`src/rtl/alu_pkg.sv`:
```
// Shared ALU definitions: func encodings, FSM state type and default datapath width.
package alu_pkg;
  localparam int ALU_WIDTH = 32;

  localparam logic [3:0] ALU_ADD  = 4'd0;
  localparam logic [3:0] ALU_SUB  = 4'd1;
  localparam logic [3:0] ALU_EQ   = 4'd2;
  localparam logic [3:0] ALU_SLTU = 4'd3;
  localparam logic [3:0] ALU_SLT  = 4'd4;
  localparam logic [3:0] ALU_AND  = 4'd5;
  localparam logic [3:0] ALU_OR   = 4'd6;
  localparam logic [3:0] ALU_XOR  = 4'd7;
  localparam logic [3:0] ALU_SRL  = 4'd8;
  localparam logic [3:0] ALU_SLL  = 4'd9;
  localparam logic [3:0] ALU_SRA  = 4'd10;
  localparam logic [3:0] ALU_FUNC_MAX = ALU_SRA;

  typedef enum logic [1:0] {IDLE, EXEC, RESP} state_t;
endpackage

```
`src/rtl/alu_issue_ctrl_if.sv`:
```
// Request/response handshake bundle between a requester (master) and alu_issue_ctrl (slave).
//   req_*   : operation request, valid/ready
//   acc_clr : accumulator clear strobe (requester side)
//   rsp_*   : registered result, valid/ready
interface alu_issue_ctrl_if
  import alu_pkg::*;
#(
  parameter int WIDTH = ALU_WIDTH
);
  logic             req_valid;
  logic             req_ready;
  logic [WIDTH-1:0] req_a;
  logic [WIDTH-1:0] req_b;
  logic [3:0]       req_func;
  logic             req_acc;
  logic             acc_clr;
  logic             rsp_valid;
  logic             rsp_ready;
  logic [WIDTH-1:0] rsp_y;
  logic             rsp_of;
  logic             rsp_err;

  modport master (
    output req_valid, req_a, req_b, req_func, req_acc, acc_clr, rsp_ready,
    input  req_ready, rsp_valid, rsp_y, rsp_of, rsp_err
  );

  modport slave (
    input  req_valid, req_a, req_b, req_func, req_acc, acc_clr, rsp_ready,
    output req_ready, rsp_valid, rsp_y, rsp_of, rsp_err
  );
endinterface

```
`src/rtl/alu.sv`:
```
// Combinational team ALU.
//   a_i, b_i : operands (shift amount is b_i[4:0])
//   func_i   : operation code (alu_pkg ALU_*)
//   y_o      : result; of_o signed overflow (add/sub only); err_o illegal func
module alu
  import alu_pkg::*;
#(
  parameter int WIDTH = ALU_WIDTH
) (
  input  logic [WIDTH-1:0] a_i,
  input  logic [WIDTH-1:0] b_i,
  input  logic [3:0]       func_i,
  output logic [WIDTH-1:0] y_o,
  output logic             of_o,
  output logic             err_o
);
  logic [4:0]       shamt;
  logic [WIDTH-1:0] sum;
  logic [WIDTH-1:0] diff;
  logic             sa, sb;

  assign shamt = b_i[4:0];
  assign sum   = a_i + b_i;
  assign diff  = a_i - b_i;
  assign sa    = a_i[WIDTH-1];
  assign sb    = b_i[WIDTH-1];

  always_comb begin
    y_o   = '0;
    of_o  = 1'b0;
    err_o = 1'b0;
    case (func_i)
      ALU_ADD: begin
        y_o  = sum;
        of_o = (sa == sb) && (sum[WIDTH-1] != sa);
      end
      ALU_SUB: begin
        y_o  = diff;
        of_o = (sa != sb) && (diff[WIDTH-1] != sa);
      end
      ALU_EQ:   y_o = {{(WIDTH-1){1'b0}}, a_i == b_i};
      ALU_SLTU: y_o = {{(WIDTH-1){1'b0}}, a_i < b_i};
      ALU_SLT:  y_o = {{(WIDTH-1){1'b0}}, $signed(a_i) < $signed(b_i)};
      ALU_AND:  y_o = a_i & b_i;
      ALU_OR:   y_o = a_i | b_i;
      ALU_XOR:  y_o = a_i ^ b_i;
      ALU_SRL:  y_o = a_i >> shamt;
      ALU_SLL:  y_o = a_i << shamt;
      ALU_SRA:  y_o = $signed(a_i) >>> shamt;
      default:  err_o = 1'b1;
    endcase
  end
endmodule

```
`src/rtl/alu_issue_ctrl.sv`:
```
// Sequential front-end for the combinational ALU: registers a request, runs it through
// the ALU for one cycle, and holds the registered result until the consumer takes it.
// Also keeps a chaining accumulator, a sticky overflow flag and a handoff counter.
//   clk, rst  : clock, synchronous active-high reset
//   bus       : request/response handshake (slave side)
//   sticky_of : OR of all overflows since reset
//   op_count  : number of completed response handoffs, wraps
module alu_issue_ctrl
  import alu_pkg::*;
#(
  parameter int WIDTH = ALU_WIDTH,
  parameter int CNT_W = 16
) (
  input  logic               clk,
  input  logic               rst,
  alu_issue_ctrl_if.slave    bus,
  output logic               sticky_of,
  output logic [CNT_W-1:0]   op_count
);
  state_t           state_q;
  logic [WIDTH-1:0] op_a_q, op_b_q, acc_q, rsp_y_q;
  logic [WIDTH-1:0] op_a_d;
  logic [3:0]       func_q;
  logic             rsp_valid_q, rsp_of_q, rsp_err_q, sticky_q;
  logic [CNT_W-1:0] cnt_q;
  logic [WIDTH-1:0] alu_y;
  logic             alu_of, alu_err;

  // A clear arriving with an accumulator request wins, so the op sees zero.
  always_comb begin
    op_a_d = bus.req_a;
    if (bus.req_acc) op_a_d = bus.acc_clr ? '0 : acc_q;
  end

  alu #(.WIDTH(WIDTH)) u_alu (
    .a_i   (op_a_q),
    .b_i   (op_b_q),
    .func_i(func_q),
    .y_o   (alu_y),
    .of_o  (alu_of),
    .err_o (alu_err)
  );

  always_ff @(posedge clk) begin
    if (rst) begin
      state_q     <= IDLE;
      op_a_q      <= '0;
      op_b_q      <= '0;
      func_q      <= ALU_ADD;
      acc_q       <= '0;
      rsp_y_q     <= '0;
      rsp_of_q    <= 1'b0;
      rsp_err_q   <= 1'b0;
      rsp_valid_q <= 1'b0;
      sticky_q    <= 1'b0;
      cnt_q       <= '0;
    end else begin
      case (state_q)
        IDLE: begin
          if (bus.acc_clr) acc_q <= '0;
          if (bus.req_valid) begin
            op_a_q  <= op_a_d;
            op_b_q  <= bus.req_b;
            func_q  <= bus.req_func;
            state_q <= EXEC;
          end
        end
        EXEC: begin
          rsp_y_q     <= alu_y;
          rsp_of_q    <= alu_of;
          rsp_err_q   <= alu_err;
          rsp_valid_q <= 1'b1;
          acc_q       <= alu_y;
          sticky_q    <= sticky_q | alu_of;
          state_q     <= RESP;
        end
        RESP: begin
          if (bus.rsp_ready) begin
            rsp_valid_q <= 1'b0;
            cnt_q       <= cnt_q + CNT_W'(1);
            state_q     <= IDLE;
          end
        end
        default: state_q <= IDLE;
      endcase
    end
  end

  assign bus.req_ready = (state_q == IDLE);
  assign bus.rsp_valid = rsp_valid_q;
  assign bus.rsp_y     = rsp_y_q;
  assign bus.rsp_of    = rsp_of_q;
  assign bus.rsp_err   = rsp_err_q;
  assign sticky_of     = sticky_q;
  assign op_count      = cnt_q;
endmodule
```
`src/flat_wrapper.sv`:
```
// flat-port wrapper written by rule: the top's interface ports become plain ports
module alu_issue_ctrl_flat import alu_pkg::*;
#(
  parameter int WIDTH = ALU_WIDTH,
  parameter int CNT_W = 16
)
  (clk, rst, sticky_of, op_count, bus_req_valid, bus_req_a, bus_req_b, bus_req_func, bus_req_acc, bus_acc_clr, bus_rsp_ready, bus_req_ready, bus_rsp_valid, bus_rsp_y, bus_rsp_of, bus_rsp_err);
  alu_issue_ctrl_if #(.WIDTH(WIDTH)) bus_i ();
  input  logic clk;
  input  logic rst;
  output logic sticky_of;
  output logic [CNT_W-1:0] op_count;
  input wire logic [$bits(bus_i.req_valid)-1:0] bus_req_valid;
  input wire logic [$bits(bus_i.req_a)-1:0] bus_req_a;
  input wire logic [$bits(bus_i.req_b)-1:0] bus_req_b;
  input wire logic [$bits(bus_i.req_func)-1:0] bus_req_func;
  input wire logic [$bits(bus_i.req_acc)-1:0] bus_req_acc;
  input wire logic [$bits(bus_i.acc_clr)-1:0] bus_acc_clr;
  input wire logic [$bits(bus_i.rsp_ready)-1:0] bus_rsp_ready;
  output wire logic [$bits(bus_i.req_ready)-1:0] bus_req_ready;
  output wire logic [$bits(bus_i.rsp_valid)-1:0] bus_rsp_valid;
  output wire logic [$bits(bus_i.rsp_y)-1:0] bus_rsp_y;
  output wire logic [$bits(bus_i.rsp_of)-1:0] bus_rsp_of;
  output wire logic [$bits(bus_i.rsp_err)-1:0] bus_rsp_err;
  assign bus_i.req_valid = bus_req_valid;
  assign bus_i.req_a = bus_req_a;
  assign bus_i.req_b = bus_req_b;
  assign bus_i.req_func = bus_req_func;
  assign bus_i.req_acc = bus_req_acc;
  assign bus_i.acc_clr = bus_acc_clr;
  assign bus_i.rsp_ready = bus_rsp_ready;
  assign bus_req_ready = bus_i.req_ready;
  assign bus_rsp_valid = bus_i.rsp_valid;
  assign bus_rsp_y = bus_i.rsp_y;
  assign bus_rsp_of = bus_i.rsp_of;
  assign bus_rsp_err = bus_i.rsp_err;
  alu_issue_ctrl #(.WIDTH(WIDTH), .CNT_W(CNT_W)) u_core (.clk(clk), .rst(rst), .bus(bus_i), .sticky_of(sticky_of), .op_count(op_count));
endmodule
```
`config.mk`:
```
export PLATFORM = sky130hd
export DESIGN_NAME = alu_issue_ctrl_flat
export DESIGN_NICKNAME = d
export VERILOG_FILES = /design/src/rtl/alu_pkg.sv /design/src/rtl/alu_issue_ctrl_if.sv /design/src/rtl/alu.sv /design/src/rtl/alu_issue_ctrl.sv /design/src/flat_wrapper.sv
export SDC_FILE = /design/constraint.sdc
export NUM_CORES = 1
export LEC_CHECK = 0
export CAP_MARGIN = 5
export CORE_MARGIN = 1.5
export CORE_UTILIZATION = 25
export CTS_CLUSTER_SIZE = 12
export DETAILED_ROUTE_END_ITERATION = 12
export PLACE_DENSITY = 0.45
export SLEW_MARGIN = 15
export SYNTH_ARGS = -nofsm -noshare
export SYNTH_HDL_FRONTEND = slang
export SYNTH_SLANG_ARGS = --single-unit
```
`constraint.sdc`:
```
create_clock -name clk -period 11.8 [get_ports clk]
set_clock_uncertainty 0.15 [all_clocks]
set_input_delay 2.95 -clock clk [delete_from_list [all_inputs] [get_ports clk]]
set_output_delay 2.95 -clock clk [all_outputs]
set_load 0.01 [all_outputs]
```
==> results.yml, run 1 <==
synth:
  seq_area_frac_synth_pct: 20.7
  ys_async_sr_fraction_pct: 0
  ys_types: 96
  synth_fp_nets: 2155
  syn_area_mm2: 0.0149
  ys.warnings.count: 0
  yosysTopAreaCell: "dfxtp_1"
  synth_area_leaders: "dfxtp_1 21%, ha_1 8.5%, nand2_1 6.9%, mux4_2 6.5%, a21oi_1 5.8%"
  synth_edf_count: 0
  synth_top_cell_area_share_pct: 20.7
  synthCells: 1978
  synth_ff_type: "dfxtp_1"
  yosys_register_bits: 154
  syn_avg_cell_area_um2: 7.52
worst_setup_path:
  crit_type: "register to register"
  critPathMaxFanout: 53
  critPathLaunchType: "register"
  rr_startpoint: "u_core.op_b_q[2]$_SDFFE_PP0P_"
  endpoint_kind: "register"
  r2r_cells: 12
  cp.required_ns: 11.97
  cp.arrival_ns: 5.20
  r2r_end: "u_core.acc_q[17]$_SDFFE_PP0P_"
  r2r_slack_ns: 6.77
grt:
  grt_pass1_wl_mm: 102
  grt_use_total_pct: 22.5
  grt_pass1_vias: 15400
  antenna_found_initial: 1
  grt_max_degree: 65
  overflow: 0
placement:
  dp_cells: 2745
  port_buffers: 126
  placedInstanceArea_mm2: 0.0167
  gp_congestion: 0.998
  hpwl_mm: 52.4
timing:
  timing.final.crit_period_ns: 5.03
  hold_viol: 0
  rsz0062_at_grt: "false"
  slew_headroom_pct: 23.9
  fmax_ghz: 0.199
  worst_pin_slew_ns: 1.14
  fin_setup_tns_ns: 0
  post-route-period-util_pct: 42.6
  setup_viol: 0
  slew_violations: 0
routing:
  antenna_left: 0
  totalWireLength_mm: 69.3
  first_pass_iters: 6
  viasPerCell: 5.67
  wl_met2_mm: 32.5
  top_layer_used: "met5"
  drc: 0
  wl_per_cell_um: 24.9
  wl_met3_mm: 3.87
  dr_total_vias: 15700
  drt_first_iter_violations: 1317
  wl_met1_mm: 30.3
run_status:
  status: "finished clean"
final_layout:
  antennaDiodeCount: 0
  fill_cells: 6352
  stdcell_area_mm2: 0.0173
  area_delta_synth_final_pct: 16.2
  seqCellArea_mm2: 0.00309
  final_common_cell: "nand2_1"
  multi_input_comb_area_mm2: 0.0108
  nets: 2168
  drive_gt1_share_pct: 8.43
  final_cells: 2777
  final_cell_mix: "272 x nand2_1, 176 x nor2_1, 172 x a21oi_1, 150 x dfxtp_1, 124 x clkdlybuf4s50_1"
floorplanning:
  start_util_pct: 25.3
  io_pins: 127
  die_h_um: 247
  die-area_mm2: 0.0610
  core_area_mm2: 0.0589
  num_rows: 89
  die_w_um: 247
cts:
  clk_transition_reported_paths_ns: 0.08
  cts_max_level: 4
  post_cts_resized: 0
  cts.sinks: 154
  hold_buffers: 0
  cts_root_buf: "clkbuf_16"
  post_cts.repair.setup_buffers: 0
  clock_latency_ns: 0.48
  max-clock-path-buffers: 2
  tritoncts: "done"
  cts_buffers: 17
flow_run:
  cap_violations: 0
power_and_ir_drop:
  p_leak_nw: 6.34
  p_per_area_mw_per_mm2: 110
  ir_drop_uv: 105
hold_path:
  holdCritStartpoint: "u_core.acc_q[25]$_SDFFE_PP0P_"
  hold_path.class: "register to register"
  min_delay_path_depth: 2
  min_to: "u_core.acc_q[25]$_SDFFE_PP0P_"
## final cells by class
class / instances / area share, %
flip-flops and latches: 154 / 17.9
repair buffers: 158 / 8.65
well taps: 773 / 5.60
multi-input cells: 1562 / 62.4
inverters: 98 / 2.13
clock inverters: 9 / 0.449
clock buffers: 23 / 2.89
## state kept, by name (all words and copies together), names as in the netlist, 2 cells and up
register / count
u_core.bus.rsp_y: 32
u_core.acc_q: 32
u_core.op_count: 16
u_core.op_b_q: 32
u_core.op_a_q: 32
u_core.func_q: 4
u_core.state_q: 2
## worst max-delay path by stage
stage	startpoint	endpoint	slack [ns]
4_1_cts	u_core.op_b_q[2]$_SDFFE_PP0P_	u_core.bus.rsp_of$_SDFFE_PP0P_	6.78
5_1_grt	u_core.op_b_q[2]$_SDFFE_PP0P_	u_core.bus.rsp_of$_SDFFE_PP0P_	6.35
3_5_place_dp	bus_acc_clr	u_core.acc_q[26]$_SDFFE_PP0P_	6.61
6_report	u_core.op_b_q[2]$_SDFFE_PP0P_	u_core.acc_q[17]$_SDFFE_PP0P_	6.77
2_1_floorplan	bus_acc_clr	u_core.acc_q[16]$_SDFFE_PP0P_	7.44
3_3_place_gp	rst	u_core.bus.rsp_y[25]$_SDFFE_PP0P_	6.64
## power breakdown
| group | internal [W] | total (W) | switching [W] |
|---|---|---|---|
| Clock | 0.000302 | 0.000552 | 0.000250 |
| Combinational | 0.000265 | 0.000728 | 0.000462 |
| Sequential | 0.000551 | 0.000617 | 0.0000656 |
## through the flow
step / hold WS [ns] / total power, W / setup slack (ns) / util [%]
final: 0.290 / 0.00190 / 6.77 / 29.3
after detailed placement: 0.280 / 0.00134 / 6.61 / 28.4
after global placement: 0.275 / 0.00134 / 6.64 / 28.4
after global routing: 0.305 / 0.00199 / 6.35 / 29.3
after CTS: 0.289 / 0.00190 / 6.78 / 29.3
after floorplan: 0.266 / 0.00107 / 7.44 / -
## synth_stat cells (15+ instances only)
cell type,number
nand2_1,273
nor2_1,179
a21oi_1,172
dfxtp_1,154
clkbuf_1,112
ha_1,101
o21ai_0,100
inv_1,96
a211oi_1,62
mux2i_1,57
nor2b_1,49
mux4_2,43
a311oi_1,35
nand3_1,35
a21o_1,33
nor3_1,32
o211ai_1,28
a31oi_1,27
buf_1,21
mux2_2,19
buf_2,17
xnor2_1,16
a221oi_1,15
xor2_1,15
## worst max-delay path: stages (launching register included)
cell	delay, ns
dfxtp_2	0.85
clkinv_1	0.15
buf_4	0.38
ha_1	0.52
o21ai_0	0.15
o21ai_0	0.42
nand2_1	0.32
a31oi_1	0.58
a21oi_1	0.21
nand2_1	0.11
a32oi_1	0.12
o31ai_1	0.71
a21oi_1	0.15
## cell families after synthesis
group / after synthesis / share of synthesized area (%)
and+or+nand+nor: 667 / 20.3
AOI/OAI and AO/OA: 642 / 29.4
buffers and inverters: 262 / 7.18
DFF: 154 / 20.7
muxes: 119 / 11.8
adders and majority gates: 103 / 8.77
xor gates and xnor gates: 31 / 1.83
## per-layer routing
layer / track usage (%) / vias to the layer above
met1: 29.4 / 7813
met5: 0 / -
met2: 36.8 / 550
li1: - / 7274
met4: 9.42 / 2
met3: 3.28 / 102
Note: power is estimated with default switching activity, not from simulation.
==> inputs of run 2 (changes only) <==
==> constraint.sdc (replaced) <==
create_clock -name clk -period 5.18 [get_ports clk]
set_clock_uncertainty 0.15 [all_clocks]
set_input_delay 1.295 -clock clk [delete_from_list [all_inputs] [get_ports clk]]
set_output_delay 1.295 -clock clk [all_outputs]
set_load 0.01 [all_outputs]
==> results.yml, run 2 (synthesis results as in run 1) <==
run_status:
  status: "finished clean"
worst_setup_path:
  cp-startpoint: "u_core.op_b_q[1]$_SDFFE_PP0P_"
  crit_type: "register to register"
  cp.arrival_ns: 4.57
  r2r_end: "u_core.acc_q[26]$_SDFFE_PP0P_"
  r2r_cells: 11
  endpoint_kind: "register"
  critPathLaunchType: "register"
  cp.required_ns: 5.44
  critPathMaxFanout: 31
  crit_end: "u_core.acc_q[26]$_SDFFE_PP0P_"
  r2r_slack_ns: 0.86
  rr_startpoint: "u_core.op_b_q[1]$_SDFFE_PP0P_"
cts:
  post_cts.repair.setup_buffers: 0
  post_cts_resized: 0
  clock_latency_ns: 0.49
  cts_buffers: 17
  hold_buffers: 0
  max-clock-path-buffers: 2
  cts.sinks: 154
  cts_root_buf: "clkbuf_16"
  clk_transition_reported_paths_ns: 0.07
  tritoncts: "done"
  cts_max_level: 4
grt:
  grt_pass1_vias: 15200
  grt_pass1_wl_mm: 104
  grt_max_degree: 66
  grt_use_total_pct: 23.2
  antenna_found_initial: 3
  overflow: 0
floorplanning:
  die_w_um: 247
  core_area_mm2: 0.0589
  die_h_um: 247
  start_util_pct: 25.3
  io_pins: 127
  die-area_mm2: 0.0610
  num_rows: 89
final_layout:
  nets: 2195
  final_cell_mix: "272 x nand2_1, 176 x nor2_1, 172 x a21oi_1, 150 x dfxtp_1, 124 x clkdlybuf4s50_1"
  final_cells: 2802
  stdcell_area_mm2: 0.0175
  fill_cells: 6308
  drive_gt1_share_pct: 9.66
  final_common_cell: "nand2_1"
  antennaDiodeCount: 0
  multi_input_comb_area_mm2: 0.0108
  area_delta_synth_final_pct: 17.8
  seqCellArea_mm2: 0.00309
routing:
  wl_per_cell_um: 25.6
  viasPerCell: 5.69
  antenna_left: 0
  first_pass_iters: 6
  dr_total_vias: 15900
  drc: 0
  totalWireLength_mm: 71.6
  drt_first_iter_violations: 1690
timing:
  setup_ws_ns: 0.864
  rsz0062_at_grt: "false"
  fmax_ghz: 0.232
  hold_viol: 0
  post-route-period-util_pct: 83.3
  fin_setup_tns_ns: 0
  timing.final.crit_period_ns: 4.32
  worst_pin_slew_ns: 1.13
  setup_viol: 0
  slew_violations: 0
  slew_headroom_pct: 24.2
power_and_ir_drop:
  p_per_area_mw_per_mm2: 253
  ir_drop_uv: 251
  p_leak_nw: 6.49
  finalPower_w: 0.00443
flow_run:
  cap_violations: 0
placement:
  placedInstanceArea_mm2: 0.0169
  place_ws_ns: 1.01
  port_buffers: 126
  hpwl_mm: 53.9
  gp_congestion: 0.973
  dp_cells: 2772
hold_path:
  hold_path.class: "register to register"
-- run 2: cell count changes in the layout (fill, tap and decap cells not counted), sizes merged --
cell and change:
buf +27, bufinv +2, clkbuf -4, clkinv -2
inv +2
-- run 2: stage by stage --
stage                     util [%]  hold WS, ns
after floorplan                  -        0.266
after global placement        28.8        0.276
after detailed placement      28.8        0.285
after CTS                     29.7        0.296
after global routing          29.7        0.309
final                         29.7        0.296
-- run 2: worst min-delay path by stage --
stage	startpoint	to	slack [ns]	depth (start not counted)
3_5_place_dp	u_core.acc_q[23]$_SDFFE_PP0P_	u_core.acc_q[23]$_SDFFE_PP0P_	0.28	2
6_report	u_core.acc_q[5]$_SDFFE_PP0P_	u_core.acc_q[5]$_SDFFE_PP0P_	0.30	2
2_1_floorplan	u_core.acc_q[23]$_SDFFE_PP0P_	u_core.acc_q[23]$_SDFFE_PP0P_	0.27	2
4_1_cts	u_core.acc_q[23]$_SDFFE_PP0P_	u_core.acc_q[23]$_SDFFE_PP0P_	0.30	2
5_1_grt	u_core.acc_q[13]$_SDFFE_PP0P_	u_core.acc_q[13]$_SDFFE_PP0P_	0.31	2
3_3_place_gp	u_core.acc_q[25]$_SDFFE_PP0P_	u_core.acc_q[25]$_SDFFE_PP0P_	0.28	2
-- run 2: layout make-up --
| class | count | share of cell area (%) |
|---|---|---|
| inverter | 98 | 2.10 |
| multi-input combinational | 1562 | 61.5 |
| sequential | 154 | 17.7 |
| clock buffer | 19 | 2.58 |
| tap | 773 | 5.52 |
| clock inverter | 11 | 0.764 |
| timing repair buffer | 185 | 9.90 |
-- run 2: metal layers --
metal / global-route usage, % / wire length, µm
met1: 30.9 / 31500
met2: 36.8 / 32700
met3: 3.92 / 4410
met4: 10.0 / 2920
met5: 0 / 27
-- run 2: power breakdown --
part / internal (W) / switching, W / total [W]
clock network: 0.000737 / 0.000602 / 0.00134
registers: 0.00126 / 0.000125 / 0.00138
logic: 0.000630 / 0.00108 / 0.00171
total: 0.00262 / 0.00181 / 0.00443
-- run 2: worst max-delay path: stages (launching register included) --
cell      delay (ns)
dfxtp_4         0.63
inv_1           0.27
fa_1            0.51
nor3b_1         0.18
nor3_1          0.42
o21ai_0         0.29
o21ai_0         0.70
a21oi_1         0.23
a221oi_1        0.38
xnor2_1         0.18
nand2_1         0.10
a41oi_1         0.19
